[config.mk]
export PLATFORM = sky130hd
export DESIGN_NAME = load_hazard_tracker_flat
export DESIGN_NICKNAME = d
export VERILOG_FILES = /design/src/rtl/load_hazard_tracker_pkg.sv /design/src/rtl/load_hazard_tracker_if.sv /design/src/rtl/load_hazard_tracker_sb_entry.sv /design/src/rtl/load_hazard_tracker.sv /design/src/flat_wrapper.sv
export SDC_FILE = /design/constraint.sdc
export NUM_CORES = 1
export LEC_CHECK = 0
export ABC_CLOCK_PERIOD_IN_PS = 4900
export BUFFER_PORTS_ARGS = -buffer_cell sky130_fd_sc_hd__clkbuf_2
export CORE_UTILIZATION = 42
export CTS_CLUSTER_DIAMETER = 120
export DETAILED_ROUTE_END_ITERATION = 8
export MAX_ROUTING_LAYER = met4
export PLACE_DENSITY = 0.89
export SLEW_MARGIN = 20
export SYNTH_ARGS = -nofsm -noshare
export SYNTH_HDL_FRONTEND = slang
export SYNTH_SLANG_ARGS = --single-unit
[constraint.sdc]
create_clock -name clk -period 4.9 [get_ports clk]
set_input_delay 0.98 -clock clk [delete_from_list [all_inputs] [get_ports clk]]
set_output_delay 0.98 -clock clk [all_outputs]
set_load 0.1 [all_outputs]
[src/rtl/load_hazard_tracker_pkg.sv]
// Shared types and constants for the load-use hazard tracker.
// Optional perf counters are enabled with the HAZARD_PERF_EN macro (see top).
package hazard_pkg;

    localparam int REG_AW_DEF   = 5;
    localparam int CNT_W_DEF    = 4;
    localparam int MAX_LOAD_LAT = 8;

    localparam logic [REG_AW_DEF-1:0] X0 = '0;

    // One in-flight load: destination register and cycles left until forwardable.
    typedef struct packed {
        logic                  valid;
        logic [REG_AW_DEF-1:0] rd;
        logic [CNT_W_DEF-1:0]  cnt;
    } sb_entry_t;

    // True when a used, nonzero source register names the given destination.
    function automatic logic reg_hit(input logic use_r,
                                     input logic [REG_AW_DEF-1:0] rs,
                                     input logic [REG_AW_DEF-1:0] rd);
        return use_r && (rs != X0) && (rs == rd);
    endfunction

endpackage

[src/rtl/load_hazard_tracker_if.sv]
// Pipeline <-> hazard tracker signal bundle.
// master: the pipeline (drives ID/EX status), slave: the tracker (drives control).
interface load_hazard_tracker_if #(
    parameter int REG_AW = hazard_pkg::REG_AW_DEF
);
    logic [REG_AW-1:0] id_rs1;
    logic [REG_AW-1:0] id_rs2;
    logic              id_use_rs1;
    logic              id_use_rs2;
    logic              id_is_load;
    logic              ex_valid;
    logic [REG_AW-1:0] ex_rd;
    logic              ex_mem_read;
    logic              mem_stall;
    logic              ex_flush;

    logic              pc_write;
    logic              if_id_write;
    logic              id_ex_bubble;
    logic              if_id_flush;
    logic              id_ex_flush;
    logic              tracker_full;
    logic [31:0]       perf_load_stall;
    logic [31:0]       perf_mem_stall;

    modport master (
        output id_rs1, id_rs2, id_use_rs1, id_use_rs2, id_is_load,
               ex_valid, ex_rd, ex_mem_read, mem_stall, ex_flush,
        input  pc_write, if_id_write, id_ex_bubble, if_id_flush, id_ex_flush,
               tracker_full, perf_load_stall, perf_mem_stall
    );

    modport slave (
        input  id_rs1, id_rs2, id_use_rs1, id_use_rs2, id_is_load,
               ex_valid, ex_rd, ex_mem_read, mem_stall, ex_flush,
        output pc_write, if_id_write, id_ex_bubble, if_id_flush, id_ex_flush,
               tracker_full, perf_load_stall, perf_mem_stall
    );
endinterface

[src/rtl/load_hazard_tracker_sb_entry.sv]
// Single scoreboard slot: holds one in-flight load, counts it down, and
// reports whether the instruction in ID depends on it.
module hazard_sb_entry
    import hazard_pkg::*;
(
    input  logic                  clk,
    input  logic                  rst_n,
    input  logic                  advance,
    input  logic                  alloc,
    input  logic [REG_AW_DEF-1:0] alloc_rd,
    input  logic [CNT_W_DEF-1:0]  alloc_cnt,
    input  logic [REG_AW_DEF-1:0] rs1,
    input  logic [REG_AW_DEF-1:0] rs2,
    input  logic                  use_rs1,
    input  logic                  use_rs2,
    output logic                  valid,
    output logic                  hit
);

    sb_entry_t ent;

    // Allocate into an idle slot, otherwise count down; the slot frees on the
    // edge where cnt leaves 1. Nothing moves while the pipeline is frozen.
    always_ff @(posedge clk or negedge rst_n) begin
        if (!rst_n) begin
            ent <= '0;
        end else if (advance) begin
            if (alloc) begin
                ent.valid <= 1'b1;
                ent.rd    <= alloc_rd;
                ent.cnt   <= alloc_cnt;
            end else if (ent.valid) begin
                ent.valid <= (ent.cnt > CNT_W_DEF'(1));
                ent.cnt   <= ent.cnt - CNT_W_DEF'(1);
            end
        end
    end

    assign valid = ent.valid;
    assign hit   = ent.valid & (reg_hit(use_rs1, rs1, ent.rd) | reg_hit(use_rs2, rs2, ent.rd));

endmodule

[src/rtl/load_hazard_tracker.sv]
// Load-use hazard controller for the 5-stage in-order pipeline. Stalls ID
// behind loads still in EX or still in flight in multi-cycle data memory,
// with mem_stall freeze and branch-flush priority.
// Optional macro HAZARD_PERF_EN adds the stall performance counters.
module load_hazard_tracker
    import hazard_pkg::*;
#(
    parameter int REG_AW    = REG_AW_DEF,
    parameter int LOAD_LAT  = 1,
    parameter int NUM_TRACK = 2,
    parameter int CNT_W     = CNT_W_DEF
) (
    input logic clk,
    input logic rst_n,
    load_hazard_tracker_if.slave bus
);

    localparam bit              MULTI_CYC = (LOAD_LAT > 1);
    localparam logic [CNT_W-1:0] INIT_CNT = CNT_W'(LOAD_LAT - 1);

    if (REG_AW != REG_AW_DEF || CNT_W != CNT_W_DEF || NUM_TRACK < 1 ||
        LOAD_LAT < 1 || LOAD_LAT > MAX_LOAD_LAT) begin : g_bad_cfg
        $error("load_hazard_tracker: unsupported parameter combination");
    end

    logic                 ex_load;
    logic                 do_alloc;
    logic                 m_ex;
    logic                 m_sb;
    logic                 full;
    logic                 full_h;
    logic                 load_haz;
    logic                 slot_found;
    logic [NUM_TRACK-1:0] ent_valid;
    logic [NUM_TRACK-1:0] ent_hit;
    logic [NUM_TRACK-1:0] alloc_vec;

    assign ex_load  = bus.ex_valid & bus.ex_mem_read & (bus.ex_rd != X0);
    assign do_alloc = MULTI_CYC & ex_load;
    assign m_ex     = ex_load & (reg_hit(bus.id_use_rs1, bus.id_rs1, bus.ex_rd) |
                                 reg_hit(bus.id_use_rs2, bus.id_rs2, bus.ex_rd));
    assign m_sb     = |ent_hit;
    assign full     = &ent_valid;
    // A load in ID while every slot is busy would have nowhere to go once it
    // reaches EX, so hold it back.
    assign full_h   = full & bus.id_is_load & MULTI_CYC;
    assign load_haz = m_ex | m_sb | full_h;

    // Pick the lowest slot idle at cycle start; slots freeing this edge wait a cycle.
    always_comb begin
        alloc_vec  = '0;
        slot_found = 1'b0;
        for (int i = 0; i < NUM_TRACK; i++) begin
            if (!ent_valid[i] && !slot_found) begin
                alloc_vec[i] = do_alloc;
                slot_found   = 1'b1;
            end
        end
    end

    for (genvar i = 0; i < NUM_TRACK; i++) begin : g_ent
        hazard_sb_entry u_ent (
            .clk       (clk),
            .rst_n     (rst_n),
            .advance   (!bus.mem_stall),
            .alloc     (alloc_vec[i]),
            .alloc_rd  (bus.ex_rd),
            .alloc_cnt (INIT_CNT),
            .rs1       (bus.id_rs1),
            .rs2       (bus.id_rs2),
            .use_rs1   (bus.id_use_rs1),
            .use_rs2   (bus.id_use_rs2),
            .valid     (ent_valid[i]),
            .hit       (ent_hit[i])
        );
    end

    assign bus.tracker_full = full;

    // Pipeline control by priority: reset, memory freeze, branch flush, load stall.
    always_comb begin
        bus.pc_write     = 1'b1;
        bus.if_id_write  = 1'b1;
        bus.id_ex_bubble = 1'b0;
        bus.if_id_flush  = 1'b0;
        bus.id_ex_flush  = 1'b0;
        if (!rst_n) begin
            bus.pc_write     = 1'b0;
            bus.if_id_write  = 1'b0;
            bus.id_ex_bubble = 1'b1;
        end else if (bus.mem_stall) begin
            bus.pc_write    = 1'b0;
            bus.if_id_write = 1'b0;
        end else if (bus.ex_flush) begin
            bus.if_id_flush = 1'b1;
            bus.id_ex_flush = 1'b1;
        end else if (load_haz) begin
            bus.pc_write     = 1'b0;
            bus.if_id_write  = 1'b0;
            bus.id_ex_bubble = 1'b1;
        end
    end

`ifdef HAZARD_PERF_EN
    logic        load_stall_cyc;
    logic [31:0] perf_load_q;
    logic [31:0] perf_mem_q;

    assign load_stall_cyc = !bus.mem_stall & !bus.ex_flush & load_haz;

    // Free-running stall counters; wrap naturally, cleared only by reset.
    always_ff @(posedge clk or negedge rst_n) begin
        if (!rst_n) begin
            perf_load_q <= '0;
            perf_mem_q  <= '0;
        end else begin
            if (load_stall_cyc) perf_load_q <= perf_load_q + 32'd1;
            if (bus.mem_stall)  perf_mem_q  <= perf_mem_q + 32'd1;
        end
    end

    assign bus.perf_load_stall = perf_load_q;
    assign bus.perf_mem_stall  = perf_mem_q;
`else
    assign bus.perf_load_stall = '0;
    assign bus.perf_mem_stall  = '0;
`endif

endmodule

[src/flat_wrapper.sv]
// flat-port wrapper written by rule: the top's interface ports become plain ports
module load_hazard_tracker_flat import hazard_pkg::*;
#(
    parameter int REG_AW    = REG_AW_DEF,
    parameter int LOAD_LAT  = 1,
    parameter int NUM_TRACK = 2,
    parameter int CNT_W     = CNT_W_DEF
)
  (clk, rst_n, bus_id_rs1, bus_id_rs2, bus_id_use_rs1, bus_id_use_rs2, bus_id_is_load, bus_ex_valid, bus_ex_rd, bus_ex_mem_read, bus_mem_stall, bus_ex_flush, bus_pc_write, bus_if_id_write, bus_id_ex_bubble, bus_if_id_flush, bus_id_ex_flush, bus_tracker_full, bus_perf_load_stall, bus_perf_mem_stall);
  load_hazard_tracker_if #(.REG_AW(REG_AW)) bus_i ();
  input logic clk;
  input logic rst_n;
  input wire logic [$bits(bus_i.id_rs1)-1:0] bus_id_rs1;
  input wire logic [$bits(bus_i.id_rs2)-1:0] bus_id_rs2;
  input wire logic [$bits(bus_i.id_use_rs1)-1:0] bus_id_use_rs1;
  input wire logic [$bits(bus_i.id_use_rs2)-1:0] bus_id_use_rs2;
  input wire logic [$bits(bus_i.id_is_load)-1:0] bus_id_is_load;
  input wire logic [$bits(bus_i.ex_valid)-1:0] bus_ex_valid;
  input wire logic [$bits(bus_i.ex_rd)-1:0] bus_ex_rd;
  input wire logic [$bits(bus_i.ex_mem_read)-1:0] bus_ex_mem_read;
  input wire logic [$bits(bus_i.mem_stall)-1:0] bus_mem_stall;
  input wire logic [$bits(bus_i.ex_flush)-1:0] bus_ex_flush;
  output wire logic [$bits(bus_i.pc_write)-1:0] bus_pc_write;
  output wire logic [$bits(bus_i.if_id_write)-1:0] bus_if_id_write;
  output wire logic [$bits(bus_i.id_ex_bubble)-1:0] bus_id_ex_bubble;
  output wire logic [$bits(bus_i.if_id_flush)-1:0] bus_if_id_flush;
  output wire logic [$bits(bus_i.id_ex_flush)-1:0] bus_id_ex_flush;
  output wire logic [$bits(bus_i.tracker_full)-1:0] bus_tracker_full;
  output wire logic [$bits(bus_i.perf_load_stall)-1:0] bus_perf_load_stall;
  output wire logic [$bits(bus_i.perf_mem_stall)-1:0] bus_perf_mem_stall;
  assign bus_i.id_rs1 = bus_id_rs1;
  assign bus_i.id_rs2 = bus_id_rs2;
  assign bus_i.id_use_rs1 = bus_id_use_rs1;
  assign bus_i.id_use_rs2 = bus_id_use_rs2;
  assign bus_i.id_is_load = bus_id_is_load;
  assign bus_i.ex_valid = bus_ex_valid;
  assign bus_i.ex_rd = bus_ex_rd;
  assign bus_i.ex_mem_read = bus_ex_mem_read;
  assign bus_i.mem_stall = bus_mem_stall;
  assign bus_i.ex_flush = bus_ex_flush;
  assign bus_pc_write = bus_i.pc_write;
  assign bus_if_id_write = bus_i.if_id_write;
  assign bus_id_ex_bubble = bus_i.id_ex_bubble;
  assign bus_if_id_flush = bus_i.if_id_flush;
  assign bus_id_ex_flush = bus_i.id_ex_flush;
  assign bus_tracker_full = bus_i.tracker_full;
  assign bus_perf_load_stall = bus_i.perf_load_stall;
  assign bus_perf_mem_stall = bus_i.perf_mem_stall;
  load_hazard_tracker #(.REG_AW(REG_AW), .LOAD_LAT(LOAD_LAT), .NUM_TRACK(NUM_TRACK), .CNT_W(CNT_W)) u_core (.clk(clk), .rst_n(rst_n), .bus(bus_i));
endmodule
==> results by group, run 1 <==
Outcome
  • Outcome: finished, final reports clean

Detailed routing
  • Vias: 710
  • Antenna Nets Post-Route: 0
  • Vias/cell: 3.82
  • DRC Markers: 0
  • DRT iter0 DRCs: 4
  • Pre-Repair DR Iteration Count: 3
  • Drt total wl: 1480 um
  • Average routed wire per standard cell: 7.95 um

STA
  • Hold Violations, Final: 0
  • Period utilization: 71.8%
  • Hold slack: 0.475 ns
  • Slew @ Worst Pin: 0.539 ns
  • Final Setup Violations: 0
  • Setup TNS: 0 ns
  • Rel. slew slack: 64.2%
  • Fin. max-slew vios: 0
  • Max Clock Freq: 0.284 GHz
  • RSZ-0062 raised after global routing: no
  • Period minus WS final: 3.52 ns
  • Skew final: approximately 0.0031 ns

Setup path
  • CP bufs+invs: 2
  • Crit-path max FO: 3
  • Worst endpoint data arrival time: 2.54 ns
  • Critical Path, Cell by Cell: clkbuf_2 -> xor2_1 -> nor4_2 -> a32oi_1 -> o41ai_2 -> clkbuf_2
  • Worst setup path class: in -> out
  • CP peak stage delay: 0.50 ns
  • Most frequent CP cell: clkbuf_2
  • Critical path capture point type: output pin
  • Worst Path Required: 3.92 ns
  • R2r startpoint: u_core.g_ent[0].u_ent.ent[0]
  • CP top delay family: buffers and inverters
  • Crit path launch type: primary input
  • R2R depth: 4
  • Flop2flop setup slack: between 3 and 4 ns
  • Worst R2R End: u_core.g_ent[0].u_ent.valid
  • CP max stage cell: clkbuf_2

Layout
  • Diode count: 0
  • Layout fillers: ~260
  • Fin nets: 185
  • Final Util: 43.3%
  • Reg area: 250 sq um
  • Layout Cells excl Fill: 186
  • Area of the multi-input gates: 599 sq um
  • Area Growth Syn to Fin: -4.00%
  • Share of layout cells above drive strength 1: 21.8%
  • Design area: 1080 sq um

CTS
  • CTS Buf Count: 3
  • CTS tree: built
  • Clock Latency Late Sink: 0.25 ns
  • Post-CTS setup buffers: 0
  • H-tree depth: 1
  • Hold Buf Count CTS: 0
  • Sinks on Clock Net: 10
  • Clock transition at the registers of the reported paths: 0.07 ns
  • Clock Path Buffers: 2
  • Clk root buf: clkbuf_4
  • Post_cts resized: 0

Floorplan
  • Core area: 2500 sq um
  • Die height: 53.8 um
  • I/O Pins: 94
  • # rows: 18
  • Initial Utilization: between 40% and 50%
  • Die area: 2900 sq um
  • Die span in x: 53.8 um

Synth
  • Syn avg cell area: 8.88 sq um
  • Post-Synthesis Cells: around 130
  • Seq cells post-synth: 10
  • Distinct cells, synth: 22
  • Most used DFF post-synth: dfrtp_1
  • Post-Syn Area: 1130 sq um
  • Synth async-reset ratio: 100%
  • EDFF count, synth: 0
  • Synth warn: 0
  • Seq/Total Area, Yosys: between 20% and 30%

Hold path
  • Hold EP: u_core.g_ent[0].u_ent.ent[3]
  • WHS Path Cells: 1
  • Worst Hold Launch: u_core.g_ent[0].u_ent.ent[3]
  • Hold Crit Class: reg -> reg

Global route
  • Tot GR Track Use: under 10%
  • Vias in the first global route: around 500
  • First-pass GRT wire length: 1940 um
  • Largest net degree at the start of global routing: 14
  • GRT overflow: 0
  • Initial antenna violation count: 0

Placed design
  • Routability Congestion: 0.797
  • Placed insts: 182
  • DP Area: 1050 sq um
  • Hpwl dp: between 1000 and 1500 um
  • PortBufs: 28

Power
  • P per Cell Area: ~380 nW/um^2
  • Worst-case vdd ir drop: 0.000203 V
  • Leakage: 0.000629 uW

Flow run
  • Max-cap violations: 0
==> how the worst max path moves through the flow <==
stage / startpoint / end / slack [ns] / depth (start not counted)
after floorplan: bus_ex_rd[2] / bus_id_ex_bubble / 0.57 / 4
after global placement: bus_ex_rd[2] / bus_id_ex_bubble / 1.38 / 6
after detailed placement: bus_ex_rd[2] / bus_id_ex_bubble / 1.39 / 6
after CTS: bus_ex_rd[2] / bus_id_ex_bubble / 1.38 / 6
after global routing: bus_ex_rd[2] / bus_id_ex_bubble / 1.32 / 6
final: bus_ex_rd[2] / bus_id_ex_bubble / 1.38 / 6
==> through the flow <==
step,worst slack (ns),total power [uW]
3_5_place_dp,1.39,337
6_report,1.38,408
3_3_place_gp,1.38,336
4_1_cts,1.38,411
5_1_grt,1.32,425
2_1_floorplan,0.569,362
==> registers in the layout, summed over array words and instances (netlist names) <==
register                  flops
u_core.g_ent.u_ent.ent        8
u_core.g_ent.u_ent.valid      2
==> cells by family (layout without fill, tap and decap cells) <==
| kind of cell | count (synthesis) | in the layout | synth area share (%) |
|---|---|---|---|
| AO/OA/AOI/OAI | 7 | 7 | 5.99 |
| XOR/XNOR | 16 | 16 | 12.4 |
| adder cells (fa/ha/maj) | 4 | 4 | 4.44 |
| buffers and inverters | 71 | 37 | 45.6 |
| flip-flops | 10 | 10 | 22.2 |
| other | 1 | 64 | 0.333 |
| AND/OR/NAND/NOR | 18 | 18 | 8.99 |
==> cells in the mapped netlist (all sizes together), types with 2 or more instances <==
library cell  count  share of area [%]
o21ai             2               0.89
nand3             2               0.89
xnor2             6                4.7
ha                4                4.4
and2              2                1.1
inv               5                1.7
nor4              4                2.8
o41a              2                2.0
nor2              3                1.0
nand2             4                1.3
xor2             10                7.8
buf              66                 44
dfrtp            10                 22
==> power breakdown <==
group / leakage (uW) / total [uW] / internal (uW) / switching [uW]
combinational: 0.000469 / 253 / 13.3 / 240
sequential: 0.000140 / 82.5 / 82.5 / 0
clock: 0.0000210 / 72.5 / 45.0 / 27.5
==> worst register-to-register path: cells and delay by family, from the launching register on <==
family,cells,cell delay (ns)
DFF,1,0.42
adders and majority gates,1,0.17
buffers and inverters,1,0.08
and+or+nand+nor,1,0.06
AOI/OAI and AO/OA,1,0.29
==> routing by layer <==
| metal | vias to the layer above | GRT usage (%) | wire, um |
|---|---|---|---|
| li1 | 338 | - | - |
| met2 | 53 | 18.5 | 765 |
| met3 | 0 | 3.39 | 169 |
| met4 | 0 | 0 | 0 |
| met1 | 319 | 9.25 | 543 |
| met5 | - | - | 0 |
==> area by class of cell <==
cell class,count,area share [%]
Clock buffer,4,3.35
Inverter,5,1.73
Multi-Input combinational cell,109,55.4
Sequential cell,10,23.1
Tap cell,30,3.47
Timing Repair Buffer,28,12.9
==> placed cells by master (no fill, tap or decap), types with 3 or more instances in the layout <==
master | Yosys | routed
conb_1 | 1 | 64
clkbuf_2 | 0 | 28
xor2_1 | 10 | 10
dfrtp_1 | 10 | 10
xnor2_1 | 6 | 6
inv_1 | 5 | 5
nand2_1 | 4 | 4
ha_1 | 4 | 4
nor4_1 | 3 | 3
nor2_1 | 3 | 3
clkbuf_4 | 0 | 3
(Power assumes the default switching activity.)
==> run 2, diff against run 1 <==
--- a/config.mk
+++ b/config.mk
@@ -5,13 +5,13 @@
 export SDC_FILE = /design/constraint.sdc
 export NUM_CORES = 1
 export LEC_CHECK = 0
-export ABC_CLOCK_PERIOD_IN_PS = 4900
+export ABC_CLOCK_PERIOD_IN_PS = 2900
 export BUFFER_PORTS_ARGS = -buffer_cell sky130_fd_sc_hd__clkbuf_2
-export CORE_UTILIZATION = 42
+export CORE_UTILIZATION = 35
 export CTS_CLUSTER_DIAMETER = 120
 export DETAILED_ROUTE_END_ITERATION = 8
 export MAX_ROUTING_LAYER = met4
-export PLACE_DENSITY = 0.89
+export PLACE_DENSITY = 0.8
 export SLEW_MARGIN = 20
 export SYNTH_ARGS = -nofsm -noshare
 export SYNTH_HDL_FRONTEND = slang
==> constraint.sdc (replaced) <==
create_clock -name clk -period 2.9 [get_ports clk]
set_input_delay 0.58 -clock clk [delete_from_list [all_inputs] [get_ports clk]]
set_output_delay 0.58 -clock clk [all_outputs]
set_load 0.1 [all_outputs]
==> run 2 against run 1 <==
Register-to-register slack lost 2.0 ns. Sequential share of layout area shrank 1.6 points. Worst setup slack lost 1.1 ns. Sequential cell count is the same. Non-clock buffer count grew 1. Critical path type unchanged. Highest routed layer unchanged.
==> results by group, run 2 (synthesis gave the netlist of run 1 again) <==
Layout
  • Most common cell after layout, fill and taps aside: conb_1
  • Most frequent cells in the layout: conb_1 (64), clkbuf_2 (25), xor2_1 (10), dfrtp_1 (10), xnor2_1 (6)
  • Final Util: 38.2%
  • Diode count: 0
  • Regs by FF count: u_core.g_ent.u_ent.ent x8, u_core.g_ent.u_ent.valid x2
  • Max reg flops: 8
  • Layout Cells excl Fill: 201
  • Area Growth Syn to Fin: 3.33%
  • Reg with most FFs: u_core.g_ent.u_ent.ent
  • Share of layout cells above drive strength 1: 22.9%
  • Layout fillers: approximately 330
  • Fin nets: 186

Detailed routing
  • DRC Markers: 0
  • Average routed wire per standard cell: ~8.3 um
  • DRT iter0 DRCs: 15
  • Vias/cell: 3.59
  • Vias: ~700
  • Drt total wl: 1670 um
  • Antenna Nets Post-Route: 0
  • Pre-Repair DR Iteration Count: 3

Setup path
  • Worst Path Required: 2.32 ns
  • R2R depth: 4
  • R2r startpoint: u_core.g_ent[1].u_ent.ent[0]
  • Worst endpoint data arrival time: 2.04 ns
  • Worst Setup SP: bus_ex_rd[2]
  • Worst setup path class: in -> out
  • Critical path capture point type: output pin
  • Crit-path max FO: 3
  • Crit path launch type: primary input

Floorplan
  • Die span in x: roughly 60 um
  • # rows: 20
  • Die area: 3450 sq um
  • Core area: 3050 sq um
  • Initial Utilization: 36.9%
  • Die height: just under 60 um
  • I/O Pins: 94

CTS
  • Clock Path Buffers: 2
  • Clk root buf: clkbuf_4
  • Sinks on Clock Net: 10
  • CTS Buf Count: 3
  • Clock Latency Late Sink: 0.26 ns
  • Post-CTS setup buffers: 0
  • H-tree depth: 1
  • Post_cts resized: 0
  • CTS tree: built
  • Clock transition at the registers of the reported paths: ~0.06 ns
  • Hold Buf Count CTS: 0

STA
  • Rel. slew slack: between 60% and 70%
  • Hold Violations, Final: 0
  • Slew @ Worst Pin: 0.539 ns
  • RSZ-0062 raised after global routing: no
  • Fin. max-slew vios: 0
  • Max Clock Freq: 0.382 GHz
  • Period utilization: between 90 and 100%
  • Period minus WS final: 2.62 ns
  • Skew final: ~0.0012 ns
  • Final Setup Violations: 0

Global route
  • Vias in the first global route: 530
  • Largest net degree at the start of global routing: 9
  • GRT overflow: 0
  • Initial antenna violation count: 0
  • First-pass GRT wire length: between 2000 and 2500 um
  • Tot GR Track Use: under 10%

Power
  • Sw Ratio: 64.9%
  • Clock group share of total power: between 10% and 20%
  • Worst-case vdd ir drop: approximately 0.00017 V
  • Gate power share: 62.6%
  • P per Cell Area: 604 nW/um^2
  • Share of power burned in registers: 19.8%
  • Internal power: 247 uW
  • Sw power: 457 uW
  • Leakage: 0.000655 uW

Outcome
  • Outcome: finished, final reports clean

Placed design
  • Hpwl dp: 1490 um
  • PortBufs: 28
  • Placed insts: 197
  • Routability Congestion: 0.757

Flow run
  • Max-cap violations: 0

Hold path
  • Hold Crit Class: in -> async
-- run 2: critical path: stages --
cell and delay [ns]:
clkbuf_2 0.11, xor2_1 0.17, nor4_2 0.26, a32oi_1 0.21
o311a_2 0.51, buf_12 0.19
-- run 2: path summary, 6_finish.rpt --
kind                                           endpoint  slack (ns)
max                                     bus_if_id_write        0.28
min                         u_core.g_ent[1].u_ent.valid        0.13
max reg2reg                 u_core.g_ent[1].u_ent.valid        1.75
min reg2reg                u_core.g_ent[0].u_ent.ent[3]        0.47
max in group asynchronous  u_core.g_ent[1].u_ent.ent[1]        2.42
min in group clk           u_core.g_ent[0].u_ent.ent[3]        0.47
-- run 2: final cells by class --
class                      instances  area (sq um)  area share, %
clock buffer                       4          36.3           3.11
inverter                           5          18.8           1.61
multi-input combinational        109           612           52.5
sequential                        10           250           21.5
tap                               44          55.1           4.73
timing repair buffer              29           193           16.5
-- run 2: metal layers --
metal / up-vias / GRT usage (%) / part of all wire (%) / wire length (um)
met4: 0 / 2.04 / 0 / 0
met3: 0 / 4.62 / 7.2 / 120
met2: 41 / 16.1 / 55 / 923
li1: 344 / - / - / -
met1: 336 / 10.9 / 38 / 630
met5: - / - / 0 / 0
-- run 2: through the flow --
step	setup slack (ns)	setup TNS, ns	total power, uW	area, sq um	hold slack (ns)
floorplan	-0.0260	-0.0260	612	1380	0.284
global placement	0.314	0	580	1130	0.409
finish	0.285	0	704	1160	0.131
detailed placement	0.277	0	581	1130	0.420
CTS	0.272	0	709	1160	0.125
global route	0.214	0	727	1160	0.119
-- run 2: power groups by stage --
stage / registers [uW] / logic [uW] / clock network [uW]
2_1_floorplan: 142 / 470 / 0
6_report: 139 / 440 / 124
5_1_grt: 139 / 451 / 137
3_3_place_gp: 142 / 438 / 0
3_5_place_dp: 142 / 439 / 0
4_1_cts: 139 / 439 / 130
==> run 3, diff against run 2 <==
--- a/config.mk
+++ b/config.mk
@@ -6,7 +6,7 @@
 export NUM_CORES = 1
 export LEC_CHECK = 0
 export ABC_CLOCK_PERIOD_IN_PS = 2900
-export BUFFER_PORTS_ARGS = -buffer_cell sky130_fd_sc_hd__clkbuf_2
+export BUFFER_PORTS_ARGS = -buffer_cell sky130_fd_sc_hd__buf_2
 export CORE_UTILIZATION = 35
 export CTS_CLUSTER_DIAMETER = 120
 export DETAILED_ROUTE_END_ITERATION = 8
==> run 3 against run 2 <==
Maximum frequency fell by 1.3%. Clock power about the same. Register-to-register slack about the same. Global-route usage rose by 0.10 points. Via count decreased by 0.69%. Critical path type unchanged. Largest cell class unchanged. Largest power group unchanged.
==> results by group, run 3 (synthesis gave the netlist of run 1 again) <==
STA
  • Period utilization: 91.4%
  • Fin. max-slew vios: 0
  • Final Setup Violations: 0
  • Max Clock Freq: ~0.38 GHz
  • PnR worst setup slack: 0.251 ns
  • Skew final: slightly above 0.005 ns
  • Hold Violations, Final: 0
  • RSZ-0062 raised after global routing: no
  • Period minus WS final: ~2.6 ns

CTS
  • Clock Latency Late Sink: 0.27 ns
  • Sinks on Clock Net: 10
  • Clock Path Buffers: 2
  • Hold Buf Count CTS: 0
  • Post-CTS setup buffers: 0
  • CTS Buf Count: 3
  • Clk root buf: clkbuf_4
  • Post_cts resized: 0
  • H-tree depth: 1
  • CTS tree: built
  • Clock transition at the registers of the reported paths: 0.07 ns

Layout
  • Regs by FF count: u_core.g_ent.u_ent.ent x8, u_core.g_ent.u_ent.valid x2
  • Most frequent cells in the layout: conb_1 (64), buf_2 (25), xor2_1 (10), dfrtp_1 (10), xnor2_1 (6)
  • Layout Cells excl Fill: 200
  • Layout fillers: 338
  • Max reg flops: 8
  • Most common cell after layout, fill and taps aside: conb_1
  • Reg with most FFs: u_core.g_ent.u_ent.ent
  • Area Growth Syn to Fin: 2.66%
  • Fin nets: 185
  • Diode count: 0
  • Share of layout cells above drive strength 1: 22.4%

Power
  • Total Power: between 700 and 800 uW
  • Leakage: roughly 0.00065 uW
  • P per Cell Area: 608 nW/um^2
  • Worst-case vdd ir drop: just under 0.0002 V

Setup path
  • Crit-path max FO: 3
  • Critical path capture point type: output pin
  • CP peak stage delay: 0.49 ns
  • Worst Path Required: between 2 and 2.5 ns
  • Worst setup path class: in -> out
  • Worst endpoint data arrival time: 2.07 ns
  • CP max stage cell: o311a_2
  • CP top delay family: compound AO/OA/AOI/OAI gates
  • Crit path launch type: primary input
  • CP bufs+invs: 2
  • Critical Path, Cell by Cell: buf_2 -> xor2_1 -> nor4_2 -> a32oi_1 -> o311a_2 -> buf_12

Floorplan
  • Die span in x: 58.8 um
  • I/O Pins: 94
  • Die area: approximately 3500 sq um
  • # rows: 20
  • Initial Utilization: 36.9%
  • Core area: 3050 sq um
  • Die height: approximately 59 um

Global route
  • Tot GR Track Use: around a tenth
  • GRT overflow: 0
  • Vias in the first global route: 538
  • First-pass GRT wire length: 2430 um
  • Initial antenna violation count: 0
  • Largest net degree at the start of global routing: 14

Detailed routing
  • DRC Markers: 0
  • Average routed wire per standard cell: 8.58 um
  • Vias: 716
  • Pre-Repair DR Iteration Count: 3
  • Vias/cell: 3.58
  • DRT iter0 DRCs: 10
  • Drt total wl: about 1700 um
  • Antenna Nets Post-Route: 0

Flow run
  • Max-cap violations: 0

Hold path
  • Hold Crit Class: in -> async

Placed design
  • Routability Congestion: 0.730
  • Placed insts: 196
  • Hpwl dp: ~1400 um
  • Pre-CTS setup slack: between 0.2 and 0.25 ns
  • PortBufs: 28

Outcome
  • Outcome: finished, final reports clean
run 3: changes by cell type in the layout (fill, tap and decap cells not counted), sizes merged:
cell / delta
clkbuf: -25
buf: +24
run 3: stage by stage:
| step | setup TNS, ns | utilization, % | area (sq um) | hold WS (ns) |
|---|---|---|---|---|
| after floorplan | -0.0260 | - | 1380 | 0.284 |
| final | 0 | 37.9 | 1160 | 0.190 |
| after CTS | 0 | 37.9 | 1160 | 0.189 |
| after detailed placement | 0 | 36.7 | 1120 | 0.470 |
| after global placement | 0 | 36.7 | 1120 | 0.464 |
| after global routing | 0 | 37.9 | 1160 | 0.195 |
run 3: final timing paths:
| path | to | from | cells after the start | slack (ns) |
|---|---|---|---|---|
| max | bus_pc_write | bus_ex_rd[2] | 6 | 0.25 |
| min | u_core.g_ent[1].u_ent.ent[3] | rst_n | 1 | 0.19 |
| max reg2reg | u_core.g_ent[0].u_ent.valid | u_core.g_ent[0].u_ent.ent[1] | 4 | 1.75 |
| min reg2reg | u_core.g_ent[0].u_ent.ent[3] | u_core.g_ent[0].u_ent.ent[3] | 1 | 0.49 |
| max in group asynchronous | u_core.g_ent[0].u_ent.ent[1] | rst_n | 1 | 2.47 |
| min in group clk | u_core.g_ent[0].u_ent.ent[3] | u_core.g_ent[0].u_ent.ent[3] | 1 | 0.49 |
run 3: per-layer routing:
metal  global-route usage [%]  wire [um]  vias to the layer above
met5                        -          0                        -
met4                     2.04          0                        0
met3                     3.96        112                        0
met2                     16.2        954                       39
met1                     11.4        648                      340
li1                         -          -                      337
run 3: final cells by class:
class / count / area, sq um / area share (%)
Timing Repair Buffer: 28 / 185 / 16.0
Inverter: 5 / 18.8 / 1.62
Tap cell: 44 / 55.1 / 4.76
Sequential cell: 10 / 250 / 21.6
Multi-Input combinational cell: 109 / 612 / 52.9
Clock buffer: 4 / 36.3 / 3.14
run 3: power by group:
group          internal [uW]  total, uW  switching (uW)
clock network           76.3        126            49.5
logic                   30.3        439             409
registers                139        139               0
total                    246        704             458
